<file path="src/rtl/peak_search_pkg.sv">
// Shared widths and scan FSM encoding for the time-of-flight peak search.
// Kept alongside the SiFH parameter header so both sides agree on the widths.
package peak_search_pkg;

    localparam int NB = 8;   // bin-index width, 2^NB bins per histogram
    localparam int CW = 16;  // bin count width
    localparam int PW = 4;   // pixel-index width

    typedef enum logic [1:0] {
        IDLE  = 2'd0,
        READ  = 2'd1,
        DRAIN = 2'd2,
        DONE  = 2'd3
    } scanState;

endpackage

</file>
<file path="src/rtl/peak_search_compare.sv">
// Registered running max / argmax. Strictly-greater update, so on a tie the
// lowest index seen wins. Also exposes the value that includes the current word.
module peak_compare #(
    parameter int CW = 16,
    parameter int NB = 8
) (
    input  logic          clk,
    input  logic          res,
    input  logic          clear,
    input  logic          valid,
    input  logic [NB-1:0] idx,
    input  logic [CW-1:0] data,
    output logic [CW-1:0] nextVal,
    output logic [NB-1:0] nextIdx
);

    logic [CW-1:0] maxVal;
    logic [NB-1:0] maxIdx;
    logic          take;

    always_comb begin
        take    = valid && (data > maxVal);
        nextVal = take ? data : maxVal;
        nextIdx = take ? idx  : maxIdx;
    end

    always_ff @(posedge clk) begin
        if (!res || clear) begin
            maxVal <= '0;
            maxIdx <= '0;
        end else begin
            maxVal <= nextVal;
            maxIdx <= nextIdx;
        end
    end

endmodule

</file>
<file path="src/rtl/peak_search.sv">
// Scans one pixel's histogram, reports the highest-count bin and clears every
// bin one cycle after reading it so the histogram is empty for the next frame.
module peak_search
    import peak_search_pkg::*;
#(
    parameter int NB = peak_search_pkg::NB,
    parameter int CW = peak_search_pkg::CW,
    parameter int PW = peak_search_pkg::PW
) (
    input  logic             clk,
    input  logic             res,
    input  logic             start,
    input  logic [PW-1:0]    pix_in,
    input  logic [CW-1:0]    th_min,
    output logic             busy,
    output logic             rd_en,
    output logic [PW+NB-1:0] rd_addr,
    input  logic [CW-1:0]    rd_data,
    output logic             wr_en,
    output logic [PW+NB-1:0] wr_addr,
    output logic [NB-1:0]    peakCH,
    output logic [CW-1:0]    peakCount,
    output logic [PW-1:0]    peakPix,
    output logic             peakValid,
    output logic             peakDone,
    output logic [1:0]       dbgState
);

    localparam logic [NB:0] LAST_BIN = (NB+1)'((2 ** NB) - 1);
    localparam logic [NB:0] BIN_ONE  = (NB+1)'(1);

    scanState           state, stateNxt;
    logic [PW-1:0]      pix;
    logic [CW-1:0]      thMin;
    logic [NB:0]        bin;
    logic               rdEnQ;
    logic [PW+NB-1:0]   rdAddrQ;
    logic               accept;
    logic [CW-1:0]      nextVal;
    logic [NB-1:0]      nextIdx;

    assign accept = (state == IDLE) && start;

    always_comb begin
        stateNxt = state;
        case (state)
            IDLE:    if (start) stateNxt = READ;
            READ:    if (bin == LAST_BIN) stateNxt = DRAIN;
            DRAIN:   stateNxt = DONE;
            DONE:    stateNxt = IDLE;
            default: stateNxt = IDLE;
        endcase
    end

    // Read address is forced to zero outside READ so idle outputs stay quiet.
    always_comb begin
        rd_en    = (state == READ);
        rd_addr  = rd_en ? {pix, bin[NB-1:0]} : '0;
        busy     = (state != IDLE);
        wr_en    = rdEnQ;
        wr_addr  = rdAddrQ;
        dbgState = state;
    end

    always_ff @(posedge clk) begin
        if (!res) begin
            state     <= IDLE;
            pix       <= '0;
            thMin     <= '0;
            bin       <= '0;
            rdEnQ     <= 1'b0;
            rdAddrQ   <= '0;
            peakCH    <= '0;
            peakCount <= '0;
            peakPix   <= '0;
            peakValid <= 1'b0;
            peakDone  <= 1'b0;
        end else begin
            state    <= stateNxt;
            rdEnQ    <= rd_en;
            rdAddrQ  <= rd_addr;
            peakDone <= 1'b0;
            if (accept) begin
                pix   <= pix_in;
                thMin <= th_min;
                bin   <= '0;
            end
            if (rd_en) bin <= bin + BIN_ONE;
            // The last word is compared in DRAIN, so capture the combined result here.
            if (state == DRAIN) begin
                peakCH    <= nextIdx;
                peakCount <= nextVal;
                peakPix   <= pix;
                peakValid <= (nextVal >= thMin);
                peakDone  <= 1'b1;
            end
        end
    end

    peak_compare #(.CW(CW), .NB(NB)) u_compare (
        .clk     (clk),
        .res     (res),
        .clear   (accept),
        .valid   (rdEnQ),
        .idx     (rdAddrQ[NB-1:0]),
        .data    (rd_data),
        .nextVal (nextVal),
        .nextIdx (nextIdx)
    );

endmodule

</file>
<file path="config.mk">
export PLATFORM = sky130hd
export DESIGN_NAME = peak_search
export DESIGN_NICKNAME = d
export VERILOG_FILES = /design/src/rtl/peak_search_pkg.sv /design/src/rtl/peak_search_compare.sv /design/src/rtl/peak_search.sv
export SDC_FILE = /design/constraint.sdc
export NUM_CORES = 1
export LEC_CHECK = 0
export BUFFER_PORTS_ARGS = -buffer_cell sky130_fd_sc_hd__buf_2
export CAP_MARGIN = 20
export CORE_MARGIN = 8
export CORE_UTILIZATION = 50
export CTS_CLUSTER_DIAMETER = 40
export DETAILED_ROUTE_END_ITERATION = 12
export GPL_TIMING_DRIVEN = 1
export PLACE_DENSITY = 0.78
export SYNTH_ARGS = -nofsm -noshare
export SYNTH_HDL_FRONTEND = slang
export SYNTH_SLANG_ARGS = --single-unit
</file>
<file path="constraint.sdc">
create_clock -name clk -period 8 [get_ports clk]
set_clock_uncertainty 0.05 [all_clocks]
set_input_delay 2 -clock clk [delete_from_list [all_inputs] [get_ports clk]]
set_output_delay 2 -clock clk [all_outputs]
set_load 0.03 [all_outputs]
</file>
---- Word level (Yosys, flattened, before mapping) ----
Cells that the tools add are included.
word-level totals
  bits in registers ....................... 98
  bits of input ports ..................... 39
  output and inout bits ................... 59
  logic and storage cells ................. 39
operators by class
  add/sub/neg operators ................... 1
  magnitude comparators ................... 2
  equality and inequality tests ........... 6
  multiplexer cells ....................... 9
  reduce and logical (&&, ||, !) cells .... 8
operators with widths
  kind                                                                     count
  9-bit 2-to-1 mux                                                         2
  16-bit greater-or-equal comparator                                       1
  16-bit > comparator                                                      1
  16-bit 2-to-1 mux                                                        1
  12-bit 2-to-1 mux                                                        1
  9-bit by 1-bit adder with 9-bit output, second input constant            1
  9-bit by 8-bit equality test with 1-bit output, second input constant    1
  8-bit 2-to-1 mux                                                         1
  2-bit one-hot mux with 4 select lines                                    1
  2-bit equality test, second input constant                               2
  2-bit 2-to-1 mux                                                         2
  2-bit nonzero test                                                       2
  2-bit by 1-bit equality test with 1-bit output, second input constant    1
  1-bit logical AND                                                        2
  2-bit zero test                                                          1
  2-bit by 1-bit inequality test with 1-bit output, second input constant  1
  2-bit inequality test, second input constant                             1
  2-bit AND reduction                                                      1
  1-bit zero test                                                          1
  1-bit logical OR                                                         1
  1-bit 2-to-1 mux                                                         1

---- Longest topological paths before layout ----
  depth in word-level cells ............... 4
  mapped depth ............................ 16
  depth with buffers taken out ............ 15

---- Modules after synthesis ----
Synthesis repeated with hierarchy kept, for this count alone.
unflattened totals
  cell total of the unflattened synthesis .. 612
  area, all modules ....................... 5441.5 µm²
modules (own cells, without submodules)
  module        instances  cells each  area each (µm²)  seq. area each (µm²)
  peak_search   1          348         3186.8           1481.4
  peak_compare  1          264         2254.7           480.5

---- Worst setup path after synthesis ----
OpenSTA, ideal clock, no wires.
  path type ............................... input to register
  start point ............................. input rd_data[11]
  end point ............................... register peakValid
  library setup time ...................... 0.121 ns
  arrival time ............................ 5.183 ns
  required time ........................... 7.829 ns
  slack ................................... 2.647 ns
  stages on the path ...................... 15
  buffers on the path ..................... 1
  cell sequence ........................... ha_1 > nand4_1 > or4_1 > a21o_1 > a31oi_4 > buf_12 > mux2i_1 > inv_1 > ha_1 > a21o_1 > a21o_1 > a211o_1 > a211oi_1 > o31a_1 > nor3_1
between the ends
  cells in the longest elaborated chain, start to end .. 4
RTL lines
  element                             RTL line                   RTL
  from (decl)                         peak_search.sv:18          input logic [CW-1:0] rd_data,
  16-bit > comparator                 peak_search_compare.sv:22  take = valid && (data > maxVal);
  1-bit logical AND                   peak_search_compare.sv:22
  16-bit 2-to-1 mux                   peak_search_compare.sv:23  nextVal = take ? data : maxVal;
  named net nextVal[5]                peak_search.sv:39          logic [CW-1:0] nextVal;
  16-bit greater-or-equal comparator  peak_search.sv:94          peakValid <= (nextVal >= thMin);
  to (signal assigned)                peak_search.sv:94
  to (decl)                           peak_search.sv:24          output logic peakValid,
The timed path passes the listed nets, and every way through them passes these cells.
A chain may end at the register's enable or synchronous reset.

---- Worst setup path after layout ----
Same ends and word-level chain as after synthesis.

==> run summary <==
Critical path's largest stage delay: 0.85 ns
Fin Setup TNS: 0 ns
Die H: 110 um
Max rail drop VDD: 0.244 mV
Mux share of post-synthesis cell area: 0.0723
Synthesized instance count: 497
Vias/cell: 5.19
Cell variety after synth: 34
First DRT Iteration DRCs: 118
Crit Path Class: in -> reg
Largest family of logic cells by synthesized area: compound AO/OA/AOI/OAI gates
Achievable Freq: 172 MHz
Syn_area_per_cell: 8.91 um^2
Clk slew on worst S/H paths: 0.10 ns
Post-synth EDFFs: 0
Tmin final: 5.81 ns
Maxcap violations: 0
Status: finished clean
Share of cells above drive strength 1: 0.202
Worst endpoint required time: 8.21 ns
Post-synthesis sequential area ratio: 0.443
Area Growth Syn to Fin: 15.4%
Adder-cell area share of the yosys netlist: 0.107
HP Class: reg -> reg
Crit start category: primary input
Starting Density: 0.510
Primary FF master, synth: dfxtp_1
H-tree depth: 3
# clock sinks: 98
Syn Nets: 574
DR vias: 3592
Combinational power share: 0.397
Resized Gates After CTS: 0
Netlist Area Pre-Place: 0.00443 mm^2
CP Cell Sequence: buf_2 > ha_1 > nand4_1 > or4_1 > a21o_1 > a31oi_4 > mux2i_1 > inv_1 > ha_1 > a21o_1 > a21o_1 > a211o_1 > a211oi_1 > o31a_1 > nor3_1
WP data arrival: 6.03 ns
Endpoints failing hold: 0
Die width: 110 um
NumNets Final: 656
Total power: 1540 uW
Sequential fraction of design power: 0.408
CP max-delay cell: a31oi_4
Core ar.: 0.00868 mm^2
Critical Path Fanout Max: 24
Simple-Gate Fraction of Synth Area: 0.149
Grt ovf: 0
Max Buffers Root-to-Sink: 2
WL final: 10700 um
Worst-margin pin slew: 1.05 ns
Post-synth top area share: 0.443
Most instantiated cells after synthesis: dfxtp_1 (98), nand2_1 (53), inv_1 (52)
#FFs+latches synth: 98
Final Cycle Share: 0.727
Residual DRC: 0
Final Max Slew Viols: 0
Setup violations, final: 0
Relative slew slack: 0.302
Power Dens Cells: 301 mW/mm^2
Top cells by area, synth: dfxtp_1 (44%), ha_1 (11%), mux2i_1 (7.2%)
Unrepaired setup endpoints after global routing: false
Post-CTS setup buffer count: 0
CTS Hold Bufs: 0
Antenna diodes: 0
Net Sw Power: 651 uW
Xor-xnor portion of the synthesized cell area: 0
Count leader, synth: dfxtp_1
Antenna violations before repair: 1
Drt first pass iters: 4
P_leak: 0.00241 uW
Post-synth ARST share: 0
Most used cell, CP: a21o_1
Clk_lat worst skew: 0.37 ns
Num CTS Buffers: 9
Yosys warnings: 0
Pin count of the biggest net entering global routing: 72
Clock power share: 0.196
Area leader, netlist: dfxtp_1
Row cnt: 34
GR Util All Layers: 0.178
First-pass GRT wire length: 17200 um
Complex-gate fraction of the synthesized area: 0.154
GPL Wtd Cong: 0.889
Vias in the first global route: 3678
Sw frac: 0.423
I/O Pins: 98
Die footprint: 0.0121 mm^2
IO buf count: 97
Internal: 888 uW
CP Capture Type: flop
Root Driver: clkbuf_8
Final ANT Viol Nets: 0
Hpwl dp: 8000 um
CTS tree: done
Avg WL per Cell: 15.5 um
sequential cells by signal, summed over array words and instances, names as in the netlist, 4 cells and up:
register / cells
pix: 4
bin: 9
peakCount: 16
wr_addr: 12
u_compare.maxVal: 16
u_compare.maxIdx: 8
thMin: 16
peakPix: 4
peakCH: 8
layer usage:
layer / vias up / track usage / routed length (um) / part of all wire
met5: - / 0 / 8 / 0.00074
met4: 2 / 0.0504 / 160 / 0.015
met1: 1666 / 0.221 / 4810 / 0.45
met3: 18 / 0.0616 / 803 / 0.075
met2: 83 / 0.286 / 4960 / 0.46
li1: 1823 / - / - / -
power by group through the flow:
stage | combinational (uW) | sequential [uW] | clock [uW]
detailed placement | 613 | 639 | 0
CTS | 616 | 628 | 306
global route | 671 | 639 | 326
global placement | 592 | 634 | 0
finish | 611 | 628 | 301
floorplan | 345 | 742 | 0
stage by stage:
step                      hold WS, ns  cell area, um^2  instances   util  worst slack [ns]
final                           0.418             5110        692  0.589              2.19
after CTS                       0.423             5110        692  0.589              2.21
after global placement          0.405             4930        676  0.568              2.01
after floorplan                 0.393             4430        497      -              2.65
after global routing            0.444             5110        692  0.589              1.96
after detailed placement        0.410             4930        676  0.568              1.85
layout by cell type, fill, tap and decap left out, types with 4 or more instances in the layout:
cell | Yosys | final
dfxtp_1 | 98 | 98
buf_2 | 0 | 97
nand2_1 | 53 | 53
inv_1 | 52 | 52
o21ai_0 | 38 | 38
ha_1 | 38 | 37
nor2_1 | 32 | 32
mux2i_1 | 32 | 32
a21oi_1 | 29 | 29
and2_1 | 22 | 22
a21boi_0 | 20 | 20
and3_1 | 17 | 17
clkbuf_8 | 0 | 9
a21o_1 | 7 | 7
nand4_1 | 4 | 4
nor2b_1 | 4 | 4
inv_6 | 0 | 4
logic make-up (layout without fill, tap and decap cells):
| logic type | Yosys count | count (layout) |
|---|---|---|
| AOI/OAI and AO/OA | 110 | 110 |
| adders and majority gates | 38 | 38 |
| buffers and inverters | 79 | 166 |
| DFF | 98 | 98 |
| muxes | 32 | 32 |
| and+or+nand+nor | 140 | 140 |
final cells by class:
class	instances	area [um^2]
Sequential cell	98	1960
Clock buffer	9	124
Timing Repair Buffer	98	493
Multi-Input combinational cell	320	2140
Inverter	52	195
Tap cell	108	135
Fill cell	792	3570
Clock inverter	7	60.1
worst max-delay path: cells and delay by family:
family | cells | cell delay (ns)
AO/OA/AOI/OAI | 7 | 2.17
adder cells (fa/ha/maj) | 2 | 0.61
buffers and inverters | 2 | 0.19
multiplexers | 1 | 0.37
AND/OR/NAND/NOR | 3 | 0.70
path summary, 6_finish.rpt:
| check | slack [ns] | end | depth (start not counted) | start |
|---|---|---|---|---|
| worst min-delay path | 0.42 | thMin[11] | 2 | thMin[11] |
| worst max-delay path | 2.19 | peakValid | 15 | rd_data[11] |
| worst max register to register | 3.52 | peakValid | 15 | u_compare.maxVal[11] |
| worst min register to register | 0.42 | thMin[11] | 2 | thMin[11] |
Note: power is estimated with default switching activity, not from simulation.
